## config.mk

```make
export PLATFORM = sky130hd
export DESIGN_NAME = memristor_mul_axil_master
export DESIGN_NICKNAME = d
export VERILOG_FILES = /design/src/rtl/memristor_mul_pkg.sv /design/src/rtl/axil_single_xfer.sv /design/src/rtl/memristor_mul_axil_master.sv
export SDC_FILE = /design/constraint.sdc
export NUM_CORES = 1
export LEC_CHECK = 0
export BUFFER_PORTS_ARGS = -buffer_cell sky130_fd_sc_hd__buf_2
export CAP_MARGIN = 0
export CORE_MARGIN = 3
export CORE_UTILIZATION = 47
export CTS_BUF_LIST = sky130_fd_sc_hd__clkbuf_4
export DETAILED_ROUTE_END_ITERATION = 8
export PLACE_DENSITY_LB_ADDON = 0.1
export SETUP_SLACK_MARGIN = 0.5
export SLEW_MARGIN = 10
export SYNTH_ARGS = -nofsm -noshare
export SYNTH_HDL_FRONTEND = slang
export SYNTH_SLANG_ARGS = --single-unit
```

## constraint.sdc

```tcl
create_clock -name ACLK -period 2.9 [get_ports ACLK]
set_input_delay 0.145 -clock ACLK [delete_from_list [all_inputs] [get_ports ACLK]]
set_output_delay 0.145 -clock ACLK [all_outputs]
set_load 0.01 [all_outputs]
```

## src/rtl/memristor_mul_pkg.sv

```systemverilog
// Shared constants and types for the memristor multiplier AXI4-Lite sequencer.
package memristor_mul_pkg;

    localparam logic [31:0] REG_CTRL   = 32'h0000_0000;
    localparam logic [31:0] REG_STAT   = 32'h0000_0004;
    localparam logic [31:0] REG_MUL_A  = 32'h0000_0008;
    localparam logic [31:0] REG_MUL_B  = 32'h0000_000C;
    localparam logic [31:0] REG_RESULT = 32'h0000_0010;

    localparam logic [1:0] RESP_OKAY = 2'b00;

    typedef enum logic [2:0] {
        IDLE,
        WR_A,
        WR_B,
        WR_GO,
        RD_STAT,
        GAP,
        RD_RES,
        OUT
    } mul_state_t;

    function automatic logic [31:0] sext4(input logic [3:0] v);
        return {{28{v[3]}}, v};
    endfunction

endpackage

```

## src/rtl/axil_single_xfer.sv

```systemverilog
// One-word AXI4-Lite master engine: a start pulse launches a single read or write,
// done pulses in the cycle of the B/R handshake, and err flags a non-OKAY response.
module axil_single_xfer
    import memristor_mul_pkg::*;
(
    input  logic        ACLK,
    input  logic        ARESETn,

    input  logic        start,
    input  logic        is_read,
    input  logic [31:0] addr,
    input  logic [31:0] wdata,
    output logic        done,
    output logic        err,
    output logic [31:0] rdata,

    output logic [31:0] M_AWADDR,
    output logic [2:0]  M_AWPROT,
    output logic        M_AWVALID,
    input  logic        M_AWREADY,
    output logic [31:0] M_WDATA,
    output logic [3:0]  M_WSTRB,
    output logic        M_WVALID,
    input  logic        M_WREADY,
    input  logic [1:0]  M_BRESP,
    input  logic        M_BVALID,
    output logic        M_BREADY,
    output logic [31:0] M_ARADDR,
    output logic [2:0]  M_ARPROT,
    output logic        M_ARVALID,
    input  logic        M_ARREADY,
    input  logic [31:0] M_RDATA,
    input  logic [1:0]  M_RRESP,
    input  logic        M_RVALID,
    output logic        M_RREADY
);

    logic aw_hs, w_hs, b_hs, ar_hs, r_hs;
    logic aw_pending, w_pending;

    assign aw_hs = M_AWVALID & M_AWREADY;
    assign w_hs  = M_WVALID  & M_WREADY;
    assign b_hs  = M_BVALID  & M_BREADY;
    assign ar_hs = M_ARVALID & M_ARREADY;
    assign r_hs  = M_RVALID  & M_RREADY;

    assign aw_pending = M_AWVALID & ~M_AWREADY;
    assign w_pending  = M_WVALID  & ~M_WREADY;

    assign done  = b_hs | r_hs;
    assign err   = (b_hs && (M_BRESP != RESP_OKAY)) || (r_hs && (M_RRESP != RESP_OKAY));
    assign rdata = M_RDATA;

    assign M_AWPROT = 3'b000;
    assign M_ARPROT = 3'b000;
    assign M_WSTRB  = M_WVALID ? 4'hF : 4'h0;

    // A start arriving in the same cycle as the previous done chains transactions back to back.
    always_ff @(posedge ACLK or negedge ARESETn) begin
        if (!ARESETn) begin
            M_AWADDR  <= '0;
            M_AWVALID <= 1'b0;
            M_WDATA   <= '0;
            M_WVALID  <= 1'b0;
            M_BREADY  <= 1'b0;
            M_ARADDR  <= '0;
            M_ARVALID <= 1'b0;
            M_RREADY  <= 1'b0;
        end else begin
            if (aw_hs) M_AWVALID <= 1'b0;
            if (w_hs)  M_WVALID  <= 1'b0;
            if ((M_AWVALID || M_WVALID) && !aw_pending && !w_pending) M_BREADY <= 1'b1;
            if (b_hs)  M_BREADY  <= 1'b0;
            if (ar_hs) begin
                M_ARVALID <= 1'b0;
                M_RREADY  <= 1'b1;
            end
            if (r_hs)  M_RREADY  <= 1'b0;
            if (start) begin
                if (is_read) begin
                    M_ARVALID <= 1'b1;
                    M_ARADDR  <= addr;
                end else begin
                    M_AWVALID <= 1'b1;
                    M_WVALID  <= 1'b1;
                    M_AWADDR  <= addr;
                    M_WDATA   <= wdata;
                end
            end
        end
    end

endmodule

```

## src/rtl/memristor_mul_axil_master.sv

```systemverilog
// Sequencer that runs a full multiply on the memristor multiplier slave per operand pair.
// Optional build macro: MEMRISTOR_MUL_POLL_TIMEOUT_EN adds a status-poll timeout.
module memristor_mul_axil_master
    import memristor_mul_pkg::*;
#(
    parameter logic [31:0] ADDR_BASE     = 32'h0000_0000,
    parameter int          POLL_GAP      = 2,
    parameter int          TIMEOUT_POLLS = 64
) (
    input  logic        ACLK,
    input  logic        ARESETn,

    input  logic        s_valid,
    output logic        s_ready,
    input  logic [3:0]  s_a,
    input  logic [3:0]  s_b,

    output logic        m_valid,
    input  logic        m_ready,
    output logic [7:0]  m_product,
    output logic        m_err,

    output logic        busy,

    output logic [31:0] M_AWADDR,
    output logic [2:0]  M_AWPROT,
    output logic        M_AWVALID,
    input  logic        M_AWREADY,
    output logic [31:0] M_WDATA,
    output logic [3:0]  M_WSTRB,
    output logic        M_WVALID,
    input  logic        M_WREADY,
    input  logic [1:0]  M_BRESP,
    input  logic        M_BVALID,
    output logic        M_BREADY,
    output logic [31:0] M_ARADDR,
    output logic [2:0]  M_ARPROT,
    output logic        M_ARVALID,
    input  logic        M_ARREADY,
    input  logic [31:0] M_RDATA,
    input  logic [1:0]  M_RRESP,
    input  logic        M_RVALID,
    output logic        M_RREADY
);

    mul_state_t  state, state_nxt;
    logic [3:0]  op_b;
    logic        rst_done;
    logic [15:0] gap_cnt;

    logic        xfer_start, xfer_read, xfer_done, xfer_err;
    logic [31:0] xfer_addr, xfer_wdata, xfer_rdata;
    logic        to_out, out_err;
    logic [7:0]  out_prod;

`ifdef MEMRISTOR_MUL_POLL_TIMEOUT_EN
    logic [15:0] poll_cnt;
    logic        timeout_hit;
    assign timeout_hit = (int'(poll_cnt) + 1) >= TIMEOUT_POLLS;
`endif

    assign s_ready = rst_done && (state == IDLE);
    assign m_valid = (state == OUT);
    assign busy    = (state != IDLE);

    axil_single_xfer u_xfer (
        .ACLK      (ACLK),
        .ARESETn   (ARESETn),
        .start     (xfer_start),
        .is_read   (xfer_read),
        .addr      (xfer_addr),
        .wdata     (xfer_wdata),
        .done      (xfer_done),
        .err       (xfer_err),
        .rdata     (xfer_rdata),
        .M_AWADDR  (M_AWADDR),
        .M_AWPROT  (M_AWPROT),
        .M_AWVALID (M_AWVALID),
        .M_AWREADY (M_AWREADY),
        .M_WDATA   (M_WDATA),
        .M_WSTRB   (M_WSTRB),
        .M_WVALID  (M_WVALID),
        .M_WREADY  (M_WREADY),
        .M_BRESP   (M_BRESP),
        .M_BVALID  (M_BVALID),
        .M_BREADY  (M_BREADY),
        .M_ARADDR  (M_ARADDR),
        .M_ARPROT  (M_ARPROT),
        .M_ARVALID (M_ARVALID),
        .M_ARREADY (M_ARREADY),
        .M_RDATA   (M_RDATA),
        .M_RRESP   (M_RRESP),
        .M_RVALID  (M_RVALID),
        .M_RREADY  (M_RREADY)
    );

    // Each state launches its successor's transaction on the completing handshake.
    always_comb begin
        state_nxt  = state;
        xfer_start = 1'b0;
        xfer_read  = 1'b0;
        xfer_addr  = ADDR_BASE;
        xfer_wdata = '0;
        to_out     = 1'b0;
        out_err    = 1'b0;
        out_prod   = '0;

        unique case (state)
            IDLE: begin
                if (s_valid && s_ready) begin
                    state_nxt  = WR_A;
                    xfer_start = 1'b1;
                    xfer_addr  = ADDR_BASE + REG_MUL_A;
                    xfer_wdata = sext4(s_a);
                end
            end
            WR_A: begin
                if (xfer_done) begin
                    if (xfer_err) begin
                        to_out  = 1'b1;
                        out_err = 1'b1;
                    end else begin
                        state_nxt  = WR_B;
                        xfer_start = 1'b1;
                        xfer_addr  = ADDR_BASE + REG_MUL_B;
                        xfer_wdata = sext4(op_b);
                    end
                end
            end
            WR_B: begin
                if (xfer_done) begin
                    if (xfer_err) begin
                        to_out  = 1'b1;
                        out_err = 1'b1;
                    end else begin
                        state_nxt  = WR_GO;
                        xfer_start = 1'b1;
                        xfer_addr  = ADDR_BASE + REG_CTRL;
                        xfer_wdata = 32'h0000_0001;
                    end
                end
            end
            WR_GO: begin
                if (xfer_done) begin
                    if (xfer_err) begin
                        to_out  = 1'b1;
                        out_err = 1'b1;
                    end else begin
                        state_nxt  = RD_STAT;
                        xfer_start = 1'b1;
                        xfer_read  = 1'b1;
                        xfer_addr  = ADDR_BASE + REG_STAT;
                    end
                end
            end
            RD_STAT: begin
                if (xfer_done) begin
                    if (xfer_err) begin
                        to_out  = 1'b1;
                        out_err = 1'b1;
                    end else if (xfer_rdata[0]) begin
                        state_nxt  = RD_RES;
                        xfer_start = 1'b1;
                        xfer_read  = 1'b1;
                        xfer_addr  = ADDR_BASE + REG_RESULT;
                    end else begin
`ifdef MEMRISTOR_MUL_POLL_TIMEOUT_EN
                        if (timeout_hit) begin
                            to_out  = 1'b1;
                            out_err = 1'b1;
                        end else
`endif
                        if (POLL_GAP == 0) begin
                            xfer_start = 1'b1;
                            xfer_read  = 1'b1;
                            xfer_addr  = ADDR_BASE + REG_STAT;
                        end else begin
                            state_nxt = GAP;
                        end
                    end
                end
            end
            GAP: begin
                if ((int'(gap_cnt) + 1) >= POLL_GAP) begin
                    state_nxt  = RD_STAT;
                    xfer_start = 1'b1;
                    xfer_read  = 1'b1;
                    xfer_addr  = ADDR_BASE + REG_STAT;
                end
            end
            RD_RES: begin
                if (xfer_done) begin
                    to_out = 1'b1;
                    if (xfer_err) out_err  = 1'b1;
                    else          out_prod = xfer_rdata[7:0];
                end
            end
            OUT: begin
                if (m_ready) state_nxt = IDLE;
            end
            default: state_nxt = IDLE;
        endcase

        if (to_out) state_nxt = OUT;
    end

    always_ff @(posedge ACLK or negedge ARESETn) begin
        if (!ARESETn) begin
            state     <= IDLE;
            rst_done  <= 1'b0;
            op_b      <= '0;
            gap_cnt   <= '0;
            m_product <= '0;
            m_err     <= 1'b0;
        end else begin
            state    <= state_nxt;
            rst_done <= 1'b1;
            if (state == IDLE && s_valid && s_ready) op_b <= s_b;
            gap_cnt <= (state == GAP) ? gap_cnt + 16'd1 : 16'd0;
            if (to_out) begin
                m_product <= out_prod;
                m_err     <= out_err;
            end
        end
    end

`ifdef MEMRISTOR_MUL_POLL_TIMEOUT_EN
    // Counts status reads that came back without done during one operation.
    always_ff @(posedge ACLK or negedge ARESETn) begin
        if (!ARESETn) begin
            poll_cnt <= '0;
        end else if (state == IDLE) begin
            poll_cnt <= '0;
        end else if (state == RD_STAT && xfer_done && !xfer_err && !xfer_rdata[0]) begin
            poll_cnt <= poll_cnt + 16'd1;
        end
    end
`endif

endmodule

```

==> impl_table.tex <==
\begin{tabular}{lr}
\hline
Metric & Value \\
\hline
\multicolumn{2}{l}{\textbf{Run status}} \\
Run status & completed \\
\multicolumn{2}{l}{\textbf{Floorplan}} \\
Die outline area & 7899 um\^{}2 \\
Initial standard-cell utilization of the core & 49.70\% \\
Chip Height & 88.88 um \\
Std-Cell Rows & 29 \\
Num ports & 176 \\
Die Wd & 88.88 um \\
Core Footprint & 6495 um\^{}2 \\
\multicolumn{2}{l}{\textbf{Clocking}} \\
Clock tree from TritonCTS & built \\
Number of buffers added by the clock tree synthesis step & 5 \\
Clock Tree Root & sky130\_fd\_sc\_hd\_\_clkbuf\_4 \\
Setup bufs post-CTS & 0 \\
Clock-pin slew on the worst setup and hold paths & 150 ps \\
Maximum buffer depth of the clock tree & 2 \\
Clock latency on the worst-skew pair & 370 ps \\
Clock sinks & 48 \\
Maximum level of the CTS H-tree & 2 \\
\multicolumn{2}{l}{\textbf{Detailed routing}} \\
Met3 Wirelength & 473 um \\
Routed Wire Length & 6469 um \\
Violation count after the first detailed-routing iteration & 117 \\
DR vias & 2415 \\
Post-Route M1 WL & 2788 um \\
Remaining antenna violation count & 0 \\
Detailed-router iteration count before antenna repair & 4 \\
Total DRC errors in the routed layout & 0 \\
Average wire per standard cell & 13.02 um \\
Highest routing layer actually used & met4 \\
Routed met2 length & 3120 um \\
Via-per-instance ratio & 4.859 \\
\multicolumn{2}{l}{\textbf{Timing}} \\
Final setup TNS & 0 ps \\
Slew @ Worst Pin & 1058 ps \\
Final setup fails & 0 \\
Total count of max-transition violations in the final report & 0 \\
Setup repair after global routing missed its margin & no \\
Number of hold violations in the final report & 0 \\
Time the worst path needs with I/O delays and setup & 2208 ps \\
Fmax & 452.8 MHz \\
Tcrit/Tclk final & 76.15\% \\
Worst clock skew & 16.45 ps \\
Relative slew margins & 29.44\% \\
Worst hold slack across all endpoints & 25.24 ps \\
\multicolumn{2}{l}{\textbf{Layout}} \\
Leading cell type in the layout, fill and taps excluded & sky130\_fd\_sc\_hd\_\_buf\_2 \\
Final instance count without filler cells & 497 \\
Net total in the final layout & 474 \\
Signed area change from the synthesized netlist to the final layout & 9.457\% \\
Filler instances & 612 \\
Top library cells by usage in the layout, fill and taps aside & 87 x sky130\_fd\_sc\_hd\_\_buf\_2, 65 x sky130\_fd\_sc\_hd\_\_conb\_1, 46 x sky130\_fd\_sc\_hd\_\_dfrtp\_1, 27 x sky130\_fd\_sc\_hd\_\_nor2\_1 \\
Antenna fix cells & 0 \\
Share of cells above drive strength 1 & 25.71\% \\
Finished layout cell area & 3533 um\^{}2 \\
\multicolumn{2}{l}{\textbf{Hold path}} \\
Worst hold path class & in2reg \\
Min-Delay Endpoint & u\_xfer.M\_WVALID \\
Hold path cells & 3 \\
Hold\_sp & M\_WREADY \\
\multicolumn{2}{l}{\textbf{Yosys}} \\
Post-synthesis async set-or-reset flop share & 100.0\% \\
Synthesis Warnings & 0 \\
Count of flip-flops with a built-in enable after synthesis & 0 \\
Count of mapped cells out of synthesis & 351 \\
Area leader, netlist & sky130\_fd\_sc\_hd\_\_dfrtp\_1 \\
Flops \& latches, synth & 48 \\
Post-Syn Area & 3228 um\^{}2 \\
Dominant cells by area after synthesis & sky130\_fd\_sc\_hd\_\_dfrtp\_1 37\%, sky130\_fd\_sc\_hd\_\_buf\_4 23\%, sky130\_fd\_sc\_hd\_\_nor2\_1 3.1\% \\
Post-synth top flop & sky130\_fd\_sc\_hd\_\_dfrtp\_1 \\
Register area share after synthesis & 37.21\% \\
Synth Area per Inst & 9.197 um\^{}2 \\
Unique cell type count in the Yosys netlist & 51 \\
Fraction of post-synthesis cell area in the top cell type by area & 37.21\% \\
\multicolumn{2}{l}{\textbf{Setup path}} \\
Data arrival time at the worst-slack endpoint & 2470 ps \\
Worst path required time & 3160 ps \\
Category of the worst setup path launch point & flop \\
Crit end category & flop \\
Worst r2r src & gap\_cnt[0] \\
Crit path from & gap\_cnt[0] \\
Category of the critical setup timing path & reg2reg \\
Endpoint of the worst-slack reg-to-reg timing path & u\_xfer.M\_ARADDR[2] \\
CP max FO & 6 \\
Depth of the most critical reg-to-reg path & 7 \\
Reg-to-reg setup timing slack & 690 ps \\
\multicolumn{2}{l}{\textbf{Power and ir drop}} \\
Total power of the final layout & 2.757 mW \\
Total power divided by cell area & 780.4 nW/um\^{}2 \\
VDD IR-drop max & 327.3 uV \\
Leak pwr & 1.814 nW \\
\multicolumn{2}{l}{\textbf{Global route}} \\
Total GRT Usage & 15.70\% \\
Via count of the first global-routing pass & 2025 \\
Largest net degree at the start of global routing & 49 \\
Number of antenna violations at the first check in global routing & 0 \\
Global-route congestion overflow total & 0 \\
Wire length of the first global-routing pass & 9722 um \\
\multicolumn{2}{l}{\textbf{Flow run}} \\
Max capacitance violation total & 0 \\
\multicolumn{2}{l}{\textbf{Placement}} \\
Buffers added on ports & 87 \\
Total placed instance area & 3209 um\^{}2 \\
Count of placed standard cells including taps & 469 \\
Gpl congestion & 0.7747 \\
Post-detail-place hpwl & 4602 um \\
\hline
\end{tabular}
==> layer usage <==
metal	GRT usage (%)	vias to the layer above
li1	-	1195
met1	20.28	1114
met2	26.18	96
met3	3.166	10
met4	5.357	0
met5	0	-
==> Yosys cell counts (all sizes together) (2+ instances only) <==
| cell | instances |
|---|---|
| a211o | 2 |
| a211oi | 3 |
| a21oi | 5 |
| a222oi | 3 |
| a22o | 8 |
| a22oi | 4 |
| a311oi | 3 |
| and2 | 4 |
| and3 | 7 |
| and4 | 5 |
| buf | 105 |
| clkbuf | 5 |
| conb | 2 |
| dfrtp | 48 |
| ha | 2 |
| inv | 10 |
| mux2 | 4 |
| nand2 | 20 |
| nand2b | 5 |
| nand3 | 7 |
| nand3b | 2 |
| nand4 | 7 |
| nor2 | 27 |
| nor2b | 4 |
| nor3 | 6 |
| nor4 | 4 |
| o2111ai | 2 |
| o211a | 2 |
| o211ai | 4 |
| o21ai | 10 |
| o31ai | 2 |
| or3 | 2 |
| xnor2 | 7 |
| xor2 | 6 |
==> repair_timing <==
item,in CTS,in global routing
setup endpoints to repair,0,3
hold buffers,20,0
gates resized for setup,0,6
hold endpoints to repair,66,0
==> layout make-up <==
cell class                 count  area, um^2  share of cell area, %
timing repair buffer         108       643.1                  18.20
inverter                      10       37.54                  1.062
multi-input combinational    246        1446                  40.93
sequential                    48        1204                  34.07
clock buffer                   5       37.54                  1.062
clock inverter                 3       68.82                  1.948
tap                           77       96.34                  2.727
==> stage by stage <==
step	worst slack (ps)	util (%)
3_5_place_dp	577.7	49.41
2_1_floorplan	864.7	-
4_1_cts	551.2	54.13
6_report	691.7	54.40
3_3_place_gp	617.9	49.41
5_1_grt	501.8	54.40
==> cell families after synthesis <==
kind of cell	Yosys count	synth area share, %
compound gates	59	14.11
xor+xnor	13	3.527
fa+ha+maj	2	0.7751
buf+inv	120	25.78
flops	48	37.21
mux	5	1.705
other cells	2	0.2326
simple gates	102	16.67
==> flip-flops by register name, indices dropped and copies added (netlist names), 3 cells and up <==
| register | count |
|---|---|
| u_xfer.M_ARADDR | 3 |
| u_xfer.M_WDATA | 4 |
| op_b | 4 |
| m_product | 8 |
| gap_cnt | 16 |
| state | 3 |
| u_xfer.M_AWADDR | 3 |
==> how the worst max path moves through the flow <==
stage                         endpoint  slack (ps)  cells past startpoint
global placement    u_xfer.M_ARADDR[2]         620                      7
detailed placement  u_xfer.M_ARADDR[2]         580                      7
floorplan           u_xfer.M_ARADDR[2]         860                      7
global route        u_xfer.M_ARADDR[2]         500                      7
finish              u_xfer.M_ARADDR[2]         690                      7
CTS                 u_xfer.M_ARADDR[2]         550                      7
==> where the power goes <==
| part | leakage, nW | total (mW) | internal (mW) | switching (mW) |
|---|---|---|---|---|
| registers | 0.631 | 1.07 | 0.866 | 0.206 |
| clock network | 0.0558 | 0.495 | 0.271 | 0.224 |
| logic | 1.13 | 1.19 | 0.533 | 0.657 |
==> worst max-delay path, cell delays in order, from the launching register on <==
cell and delay, ps:
sky130_fd_sc_hd__dfrtp_2 430, sky130_fd_sc_hd__ha_2 250, sky130_fd_sc_hd__nand4_1 200, sky130_fd_sc_hd__nor3_4 230, sky130_fd_sc_hd__o2111ai_1 140, sky130_fd_sc_hd__nor4_2 380
sky130_fd_sc_hd__a31oi_2 180, sky130_fd_sc_hd__a221o_1 290
(Power assumes the default switching activity.)
